`src/rtl/status_blink_encoder.sv`:
```
// Status LED driver: mirrors the 1 Hz heartbeat when healthy, or blinks a nonzero fault code
// as N pulses followed by a dark gap. Define STATUS_BLINK_SYNC_EN to synchronize heartbeat_in.
module status_blink_encoder #(
  parameter int unsigned CODE_W    = 4,
  parameter int unsigned GAP_TICKS = 4
) (
  input  logic              input_clock,
  input  logic              reset_n,
  input  logic              heartbeat_in,
  input  logic [CODE_W-1:0] fault_code,
  output logic              led_out,
  output logic              seq_busy,
  output logic [CODE_W-1:0] code_shown,
  output logic              seq_done
);

  localparam int unsigned GcntW = $clog2(GAP_TICKS + 1);
  localparam logic [GcntW-1:0] GapLoad = GcntW'(GAP_TICKS - 1);

  typedef enum logic [1:0] {StIdle, StOn, StOff, StGap} state_e;

  logic              hb_s;
  logic              hb_d;
  logic              tick;
  state_e            state_q, state_d;
  logic [CODE_W-1:0] cnt_q, cnt_d;
  logic [GcntW-1:0]  gcnt_q, gcnt_d;
  logic              led_q, led_d;
  logic              busy_q, busy_d;
  logic [CODE_W-1:0] code_q, code_d;
  logic              done_q, done_d;

`ifdef STATUS_BLINK_SYNC_EN
  logic [1:0] sync_q;

  always_ff @(posedge input_clock or negedge reset_n) begin
    if (!reset_n) begin
      sync_q <= 2'b00;
    end else begin
      sync_q <= {sync_q[0], heartbeat_in};
    end
  end

  assign hb_s = sync_q[1];
`else
  assign hb_s = heartbeat_in;
`endif

  // Every heartbeat edge, rising or falling, is one half-second tick.
  assign tick = hb_s ^ hb_d;

  always_ff @(posedge input_clock or negedge reset_n) begin
    if (!reset_n) begin
      hb_d    <= 1'b0;
      state_q <= StIdle;
      cnt_q   <= '0;
      gcnt_q  <= '0;
      led_q   <= 1'b0;
      busy_q  <= 1'b0;
      code_q  <= '0;
      done_q  <= 1'b0;
    end else begin
      hb_d    <= hb_s;
      state_q <= state_d;
      cnt_q   <= cnt_d;
      gcnt_q  <= gcnt_d;
      led_q   <= led_d;
      busy_q  <= busy_d;
      code_q  <= code_d;
      done_q  <= done_d;
    end
  end

  always_comb begin
    state_d = state_q;
    cnt_d   = cnt_q;
    gcnt_d  = gcnt_q;
    led_d   = led_q;
    busy_d  = busy_q;
    code_d  = code_q;
    done_d  = 1'b0;

    unique case (state_q)
      StIdle: begin
        led_d = (fault_code == '0) ? hb_s : 1'b0;
        if (tick && (fault_code != '0)) begin
          code_d  = fault_code;
          cnt_d   = fault_code - CODE_W'(1);
          led_d   = 1'b1;
          busy_d  = 1'b1;
          state_d = StOn;
        end
      end
      StOn: begin
        if (tick) begin
          led_d   = 1'b0;
          state_d = StOff;
        end
      end
      StOff: begin
        if (tick) begin
          if (cnt_q != '0) begin
            cnt_d   = cnt_q - CODE_W'(1);
            led_d   = 1'b1;
            state_d = StOn;
          end else begin
            gcnt_d  = GapLoad;
            state_d = StGap;
          end
        end
      end
      StGap: begin
        led_d = 1'b0;
        if (tick) begin
          if (gcnt_q == '0) begin
            state_d = StIdle;
            busy_d  = 1'b0;
            code_d  = '0;
            done_d  = 1'b1;
          end else begin
            gcnt_d = gcnt_q - GcntW'(1);
          end
        end
      end
      default: state_d = StIdle;
    endcase
  end

  assign led_out    = led_q;
  assign seq_busy   = busy_q;
  assign code_shown = code_q;
  assign seq_done   = done_q;

endmodule

```
`config.mk`:
```
export PLATFORM = sky130hd
export DESIGN_NAME = status_blink_encoder
export DESIGN_NICKNAME = d
export VERILOG_FILES = /design/src/rtl/status_blink_encoder.sv
export SDC_FILE = /design/constraint.sdc
export NUM_CORES = 1
export LEC_CHECK = 0
export ABC_AREA = 1
export CAP_MARGIN = 0
export CORE_MARGIN = 2
export CORE_UTILIZATION = 48
export DETAILED_ROUTE_END_ITERATION = 16
export PLACE_DENSITY = 0.84
export SYNTH_ARGS = -nofsm -noshare
export SYNTH_HDL_FRONTEND = slang
export SYNTH_SLANG_ARGS = --single-unit
```
`constraint.sdc`:
```
create_clock -name input_clock -period 1.26 [get_ports input_clock]
set_input_delay 0.252 -clock input_clock [delete_from_list [all_inputs] [get_ports input_clock]]
set_output_delay 0.252 -clock input_clock [all_outputs]
set_load 0.005 [all_outputs]
```
==> impl_summary.md, run 1 <==
Global route
The number of antenna violations at the first check in global routing was 0. The total global routing overflow is 0. The number of global-route vias before repair is roughly 1100. For this run, the total global-route usage over all layers was measured as a little over a quarter. Entering global routing, the biggest net connects 18 pins. The wire length of the first global-routing pass is 4980 um.

Routing
The DRC violation count after routing is 0. The final layout contains routed wiring with a total length of 3310 um. The via total after detailed routing is about 1100. In this run the remaining antenna-violating nets after routing total 0. Dividing the detail-routed via count by the number of cells gives 5.30. In the final routed layout, each cell accounts on average for 16.0 um. The first-pass iteration count of the detailed router is 4. For this block, the initial DRC count from the detailed router was 37.

Pwr
The switching part of the total power is about 46%. The proportion of power drawn by the clock network is 8.2%. For this design the ratio of total power to cell area is 2280 nW/um2.

The internal power of the cells totals roughly 2.1 mW. The total leakage power is 0.872 nW. The switching power summed over all nets is 1.77 mW. Across the VDD grid, the largest voltage drop is about 1.6 mV. The total power consumption of the routed design is approximately 3.8 mW.

Sequential cells burn 25.0% of the power. The combinational share of power is around two thirds.

Timing
The final max-slew violation count was 0. The setup-violating endpoint count in the final report is 11. Based on the critical path, the design can be clocked at up to around 0.72 GHz. The post-route fraction of the period consumed by the critical path is 110%. The worst path in the final design needs a cycle of around 1.4 ns, including I/O delays and setup. The final setup slack of the worst path is -0.125 ns. The clock skew is approximately 0.0058 ns.

Measured against its own limit, the worst slew margin works out to 80.9%. The final-report hold violation count is 0. The actual slew at the worst max-slew pin is roughly 0.29 ns. Setup repair after global routing could not meet its margin everywhere.

Setup path
The endpoint arrival time on the critical path is about 1.6 ns. The critical path endpoint category is a flip-flop. The class of the most critical setup path is flip-flop to flip-flop. The setup check on the worst reg-to-reg path leaves a slack of -0.12 ns. The required arrival time at the worst endpoint is ~1.5 ns. In this run the worst path has a maximum fanout of 7. The number of cells traversed by the worst register-to-register path is 9.

STA classifies the critical path startpoint as a flip-flop.

Yosys
Summed over all instances, the cell type with the most area after synthesis is sky130_fd_sc_hd__dfrtp_1. The count of synthesis-stage warnings from yosys is 0. A synthesized cell averages between 7 and 8 um2. Sequential elements use roughly 40% of the synthesized area. The unique cell type count in the Yosys netlist is 22. The cell area after synthesis is roughly 1100 um2. The area share of the largest cell type after synthesis is between 40 and 50%.

Ranked by total cell area, the synthesized netlist is headed by sky130_fd_sc_hd__dfrtp_1 (40%), sky130_fd_sc_hd__nand2_1 (14%), sky130_fd_sc_hd__inv_1 (6.4%). Counting flops and latches in the post-synthesis netlist gives 17. The number of instances in the synthesized netlist is 137.

The number of nets handed over by synthesis was around 150.

Clocking
CTS saw 17 sinks. Hold repair after CTS inserted 0 buffers. The clock root buffer is sky130_fd_sc_hd__clkbuf_4. Clock-pin slew was measured on the worst setup and hold paths at roughly 0.11 ns. TritonCTS built the clock tree.

Clock latency on the worst-skew pair, taken at its later pin, is about 0.30 ns. The number of buffers between clock root and the deepest sink is 2. The deepest level of the CTS H-tree is 1. TritonCTS created 3 clock buffers.

Floorplanning
Measured along the x axis, the die boundary spans 50.8 um. The initial utilization of the core area, before any placement, comes to about half. The floorplan die area is ~2600 um2. The cell row count is 16. The die span in y is about 50 um. The I/O pin total is 14.

In this run the standard cell core region covers approximately 2000 um2.

Worst hold path
Counting instances, the worst hold path has a depth of 1. The class of the most critical hold timing path is input pin to flip-flop.

Status
The run finished, with violations left. The final reports fail on setup timing.

Final layout
The repair_antennas step left the layout with diodes totalling 0. For this run, the post-layout net count is between 150 and 200. The finished layout holds ~210 standard cells, fillers aside. The number of inserted filler cells in the final layout is 120.

In the layout the commonest cells are sky130_fd_sc_hd__nand2_1 (22), sky130_fd_sc_hd__buf_4 (21), sky130_fd_sc_hd__dfrtp_1 (16). Cells with a size suffix above 1 make up 48.3% of the layout. From synthesis to final layout, the design area changed by 59.5%.

The most frequent standard cell in the layout excluding fill and tap cells is sky130_fd_sc_hd__nand2_1.

Place
After detailed placement, the design holds a cell count of just under 200. The wire-length estimate of the detail-placed layout is ~1900 um. The weighted congestion reported at the end of routability-driven placement is ~0.95.

The quantity of I/O buffers inserted on ports is 13.

Job
The count of maximum capacitance violations is 0.
-- cells in the mapped netlist, drive strengths merged --
cell and n:
a21oi 1, buf 2, dfrtp 17, ha 3
inv 22, nand2 47, nand3 15, nand4 2
nor2 14, o21ai 12, xnor2 1, xor2 1
-- timing repair --
item                       4_1_cts  5_1_grt
setup buffers                    5        4
pin swaps                       17       12
setup endpoints to repair       22       15
resized for setup               47       24
-- worst paths after layout --
check / startpoint / endpoint
max in group asynchronous: reset_n / state_q[1]
min reg2reg: seq_busy / seq_busy
max: state_q[1] / cnt_q[1]
min in group asynchronous: reset_n / gcnt_q[1]
min: heartbeat_in / hb_d
max reg2reg: state_q[1] / cnt_q[1]
-- cell families after synthesis --
family | share of synthesized area (%)
compound gates | 6.19
buf+inv | 10.7
xor+xnor | 1.67
fa+ha+maj | 3.57
flops | 40.5
simple gates | 37.4
-- flip-flops by register name (all words and copies together) (netlist names) --
signal,count
cnt_q,4
gcnt_q,3
code_shown,4
state_q,2
seq_busy,1
led_out,1
seq_done,1
hb_d,1
-- final cells by class --
| class | count | area (um2) | area share, % |
|---|---|---|---|
| clock buffers | 4 | 26.3 | 1.57 |
| inverters | 22 | 100 | 5.97 |
| multi-input cells | 96 | 716 | 42.7 |
| flip-flops and latches | 17 | 427 | 25.4 |
| well taps | 27 | 33.8 | 2.01 |
| repair buffers | 41 | 374 | 22.3 |
-- per-stage QoR --
step	hold WS (ns)	TNS [ns]	setup slack (ns)	util [%]	instance area [um2]
global placement	0.454	-3.65	-0.277	66.9	1350
floorplan	-0.0436	0	0.00670	-	1060
detailed placement	0.458	-4.90	-0.416	66.9	1350
global route	0.245	-1.61	-0.181	82.9	1680
CTS	0.248	-0.569	-0.108	77.4	1560
finish	0.248	-0.844	-0.125	82.9	1680
-- layer usage --
| metal | wire [um] | track usage [%] | vias up |
|---|---|---|---|
| met1 | 1220 | 26.4 | 527 |
| met4 | 150 | 11.7 | 0 |
| met3 | 120 | 5.65 | 16 |
| met5 | 0 | 0 | - |
| met2 | 1820 | 51.3 | 39 |
| li1 | - | - | 515 |
-- worst max-delay path, stage by stage (launching register included) --
cell,delay (ns)
sky130_fd_sc_hd__dfrtp_2,0.53
sky130_fd_sc_hd__inv_6,0.11
sky130_fd_sc_hd__nor2_8,0.04
sky130_fd_sc_hd__buf_12,0.12
sky130_fd_sc_hd__nand3_4,0.08
sky130_fd_sc_hd__nand2_2,0.07
sky130_fd_sc_hd__nor2_2,0.12
sky130_fd_sc_hd__nand2_2,0.08
sky130_fd_sc_hd__nand2_1,0.07
sky130_fd_sc_hd__o21ai_1,0.06
-- power groups by stage --
stage / Combinational [mW] / Sequential, mW / Clock (mW)
4_1_cts: 2.22 / 0.930 / 0.304
2_1_floorplan: 1.15 / 0.880 / 0
5_1_grt: 2.75 / 0.977 / 0.334
3_5_place_dp: 1.81 / 0.932 / 0
3_3_place_gp: 1.72 / 0.926 / 0
6_report: 2.55 / 0.956 / 0.314
No activity file was read; power rests on OpenSTA's default activity.
==> run 2: changes to the inputs <==
- MAX_ROUTING_LAYER: default -> met4
==> run 2 against run 1 <==
The run still ends with setup timing left. First-iteration DRC count fell by 35%. Register-to-register slack barely moved. Core utilization rose by 0.062 points. Hold slack improved by 0.026 ns. Fmax rose by 1.0%. Worst setup slack improved by 0.014 ns. Sequential power fell by 2%. Highest routed layer unchanged.
==> impl_summary.md, run 2 (synthesis results as in run 1) <==
Global route
The maximum number of pins on one net before global-route repair is 18 (unchanged). The wire length of the first global-routing pass is 4130 um (was 4980 um). The total global routing overflow is 0 (unchanged). The global routing usage summed across all routing layers is 22.3% (was 26.4%). The number of global-route vias before repair is 999 (was 1117). The number of antenna violations at the first check in global routing came to 0 (unchanged).

Timing
The final setup slack of the worst path is -0.111 ns (was -0.125 ns). The highest clock frequency the design can meet is 0.729 GHz (was 0.722 GHz). The post-route fraction of the period consumed by the critical path was 109% (was 110%).

Setup repair after global routing missed its margin: yes (unchanged). The final max-slew violation count was 0 (unchanged). The setup TNS after final layout came to -0.560 ns (was -0.844 ns). The worst-case headroom to the max-slew limit is 82.5% (was 80.9%). The minimum period implied by the final worst setup slack is 1.37 ns (was 1.38 ns). The clock skew was 0.00139 ns (was 0.00578 ns). The setup-violating endpoint count in the final report came to 12 (was 11).

The final-report hold violation count is 0 (unchanged). The actual slew at the worst max-slew pin came to 0.262 ns (was 0.286 ns).

Clocking
The TritonCTS buffer count is 3 (unchanged). The clock-pin slew on the worst setup and hold paths is 0.10 ns (was 0.11 ns). The clock root buffer is sky130_fd_sc_hd__clkbuf_4 (unchanged). The post-cts hold buffer count is 0 (unchanged). The clock latency at the later pin of the worst-skew pair was 0.30 ns (about the same). The number of buffers between clock root and the deepest sink is 2 (unchanged). The deepest level of the CTS H-tree was 1 (unchanged).

The total number of clock tree sinks was 17 (unchanged). The CTS tree was built (unchanged).

Pwr
The total power divided by cell area is 2280 nW/um2 (about the same). The total leakage power came to 0.868 nW (was 0.872 nW). The worst voltage drop across the vdd grid is 1.46 mV (was 1.61 mV).

Floorplanning
The floorplan die area came to 2580 um2 (unchanged). The total core area came to 2020 um2 (unchanged). The cell row count is 16 (unchanged). The starting density of the core came to 52.0% (unchanged). The die span in y is 50.8 um (unchanged). The I/O pin total was 14 (unchanged). The width of the chip is 50.8 um (unchanged).

Setup path
The kind of cell adding the most delay to the critical path is flip-flops (unchanged). The maximum fanout encountered on the critical timing path is 6 (was 7). The endpoint arrival time on the critical path is 1.56 ns (was 1.58 ns). The class of the most critical setup path was flip-flop to flip-flop (unchanged). The nature of the critical path startpoint is a flip-flop (unchanged). The critical path endpoint category was a flip-flop (unchanged). The total buffers and inverters traversed by the critical path was 2 (unchanged). The required arrival time at the worst endpoint was 1.45 ns (was 1.46 ns). The longest individual stage delay on the worst path is 0.51 ns (was 0.53 ns). Worst-path cell chain: buf_4, buf_4, nand3_1, nand2_4, xnor2_2, nand2_1, o21ai_1 (was inv_6, nor2_8, buf_12, nand3_4, nand2_2, nor2_2, nand2_2, nand2_1, o21ai_1).

The most prevalent standard cell on the critical path is sky130_fd_sc_hd__buf_4 (was sky130_fd_sc_hd__nand2_2). The cell at the slowest stage of the critical path is sky130_fd_sc_hd__dfrtp_2 (unchanged).

Worst hold path
The class of the most critical hold timing path is input pin to asynchronous set/reset pin (was input pin to flip-flop).

Place
The placement-stage cell area is 1350 um2 (unchanged). The half-perimeter wire length after placement was 1770 um (was 1930 um). The quantity of I/O buffers inserted on ports was 13 (unchanged). The weighted congestion reported at the end of routability-driven placement came to 0.963 (was 0.949).

Routing
The wire length per cell after detailed routing is 15.0 um (was 16.0 um). The first-pass iteration count of the detailed router is 4 (unchanged). The starting DRC count in detailed routing is 24 (was 37).

The number of routed nets with antenna violations was 0 (unchanged). The total wirelength of the detailed-routed design was 3130 um (was 3310 um). The number of vias per cell after detailed routing is 5.17 (was 5.30).

The DRC violation count after routing is 0 (unchanged). The via total after detailed routing was 1081 (was 1097).

Status
Run status: finished, violations left (unchanged). Failing checks: setup timing (unchanged).

Final layout
The number of antenna diodes is 0 (unchanged). The share of final-layout standard cells stronger than drive strength 1 came to 47.3% (was 48.3%). The cell area after layout is 1680 um2 (about the same). The most frequent standard cell in the layout excluding fill and tap cells was sky130_fd_sc_hd__buf_4 (was sky130_fd_sc_hd__nand2_1).

The layout overhead on the synthesized area is 59.6% (was 59.5%). The final-stage net count came to 193 (was 191). Commonest non-fill, non-tap cells in the layout: sky130_fd_sc_hd__buf_4 (24), sky130_fd_sc_hd__nand2_1 (23), sky130_fd_sc_hd__dfrtp_1 (16) (was sky130_fd_sc_hd__nand2_1 (22), sky130_fd_sc_hd__buf_4 (21), sky130_fd_sc_hd__dfrtp_1 (16)). The number of inserted filler cells in the final layout is 121 (was 120).

Job
The count of maximum capacitance violations is 0 (unchanged).
[run 2: cell count changes in the layout (fill, tap and decap cells not counted), sizes merged]
cell           delta
buf               +2
clkdlybuf4s15     +1
inv               -2
dlygate4sd2       -1
clkinv            +2
[run 2: per-stage QoR]
stage          worst slack [ns]  power, mW  utilization [%]  hold slack [ns]  std cells
2_1_floorplan           0.00670       2.03                -          -0.0436        137
3_3_place_gp             -0.275       2.64             66.9            0.454        194
3_5_place_dp             -0.345       2.72             66.9            0.466        194
4_1_cts                 -0.0871       3.22             72.8            0.268        203
5_1_grt                  -0.158       4.10             83.0            0.273        209
6_report                 -0.111       3.83             83.0            0.274        209
[run 2: repair_timing]
item                       in CTS  in global routing
buffers inserted                5                  6
pin swaps                      15                 18
resized for setup              28                 39
setup endpoints to repair      22                 17
[run 2: cell type report]
| type | instances | area, um2 | share of cell area, % |
|---|---|---|---|
| multi-input cells | 96 | 702 | 41.8 |
| flip-flops and latches | 17 | 427 | 25.4 |
| repair buffers | 43 | 387 | 23.0 |
| inverters | 22 | 103 | 6.11 |
| well taps | 27 | 33.8 | 2.01 |
| clock buffers | 4 | 26.3 | 1.57 |
[run 2: path summary, 6_finish.rpt]
path	cells after the start	slack [ns]	endpoint	start
setup / recovery	7	-0.11	cnt_q[2]	state_q[1]
hold / removal	2	0.27	gcnt_q[2]	reset_n
setup reg to reg	7	-0.11	cnt_q[2]	state_q[1]
hold reg to reg	2	0.53	code_shown[2]	code_shown[2]
max in group asynchronous	2	0.78	state_q[1]	reset_n
min in group input_clock	1	0.30	hb_d	heartbeat_in
[run 2: power breakdown]
group / leakage [nW] / internal, mW / switching, mW
Combinational: 0.649 / 1.22 / 1.37
Sequential: 0.204 / 0.768 / 0.170
Clock: 0.0150 / 0.124 / 0.179
Total: 0.868 / 2.11 / 1.72
[run 2: layer usage]
layer / wire length [um] / track usage, % / share of wire [%]
met1: 1110 / 24.8 / 35
met4: 84 / 10.4 / 2.7
met3: 130 / 6.55 / 4.2
met2: 1810 / 36.8 / 58
met5: 0 / - / 0
==> run 3: changes to the inputs <==
- SLEW_MARGIN: default -> 20
==> results of run 3 <==
Same layout as run 2: the final DEF is identical, and so are final timing and power.
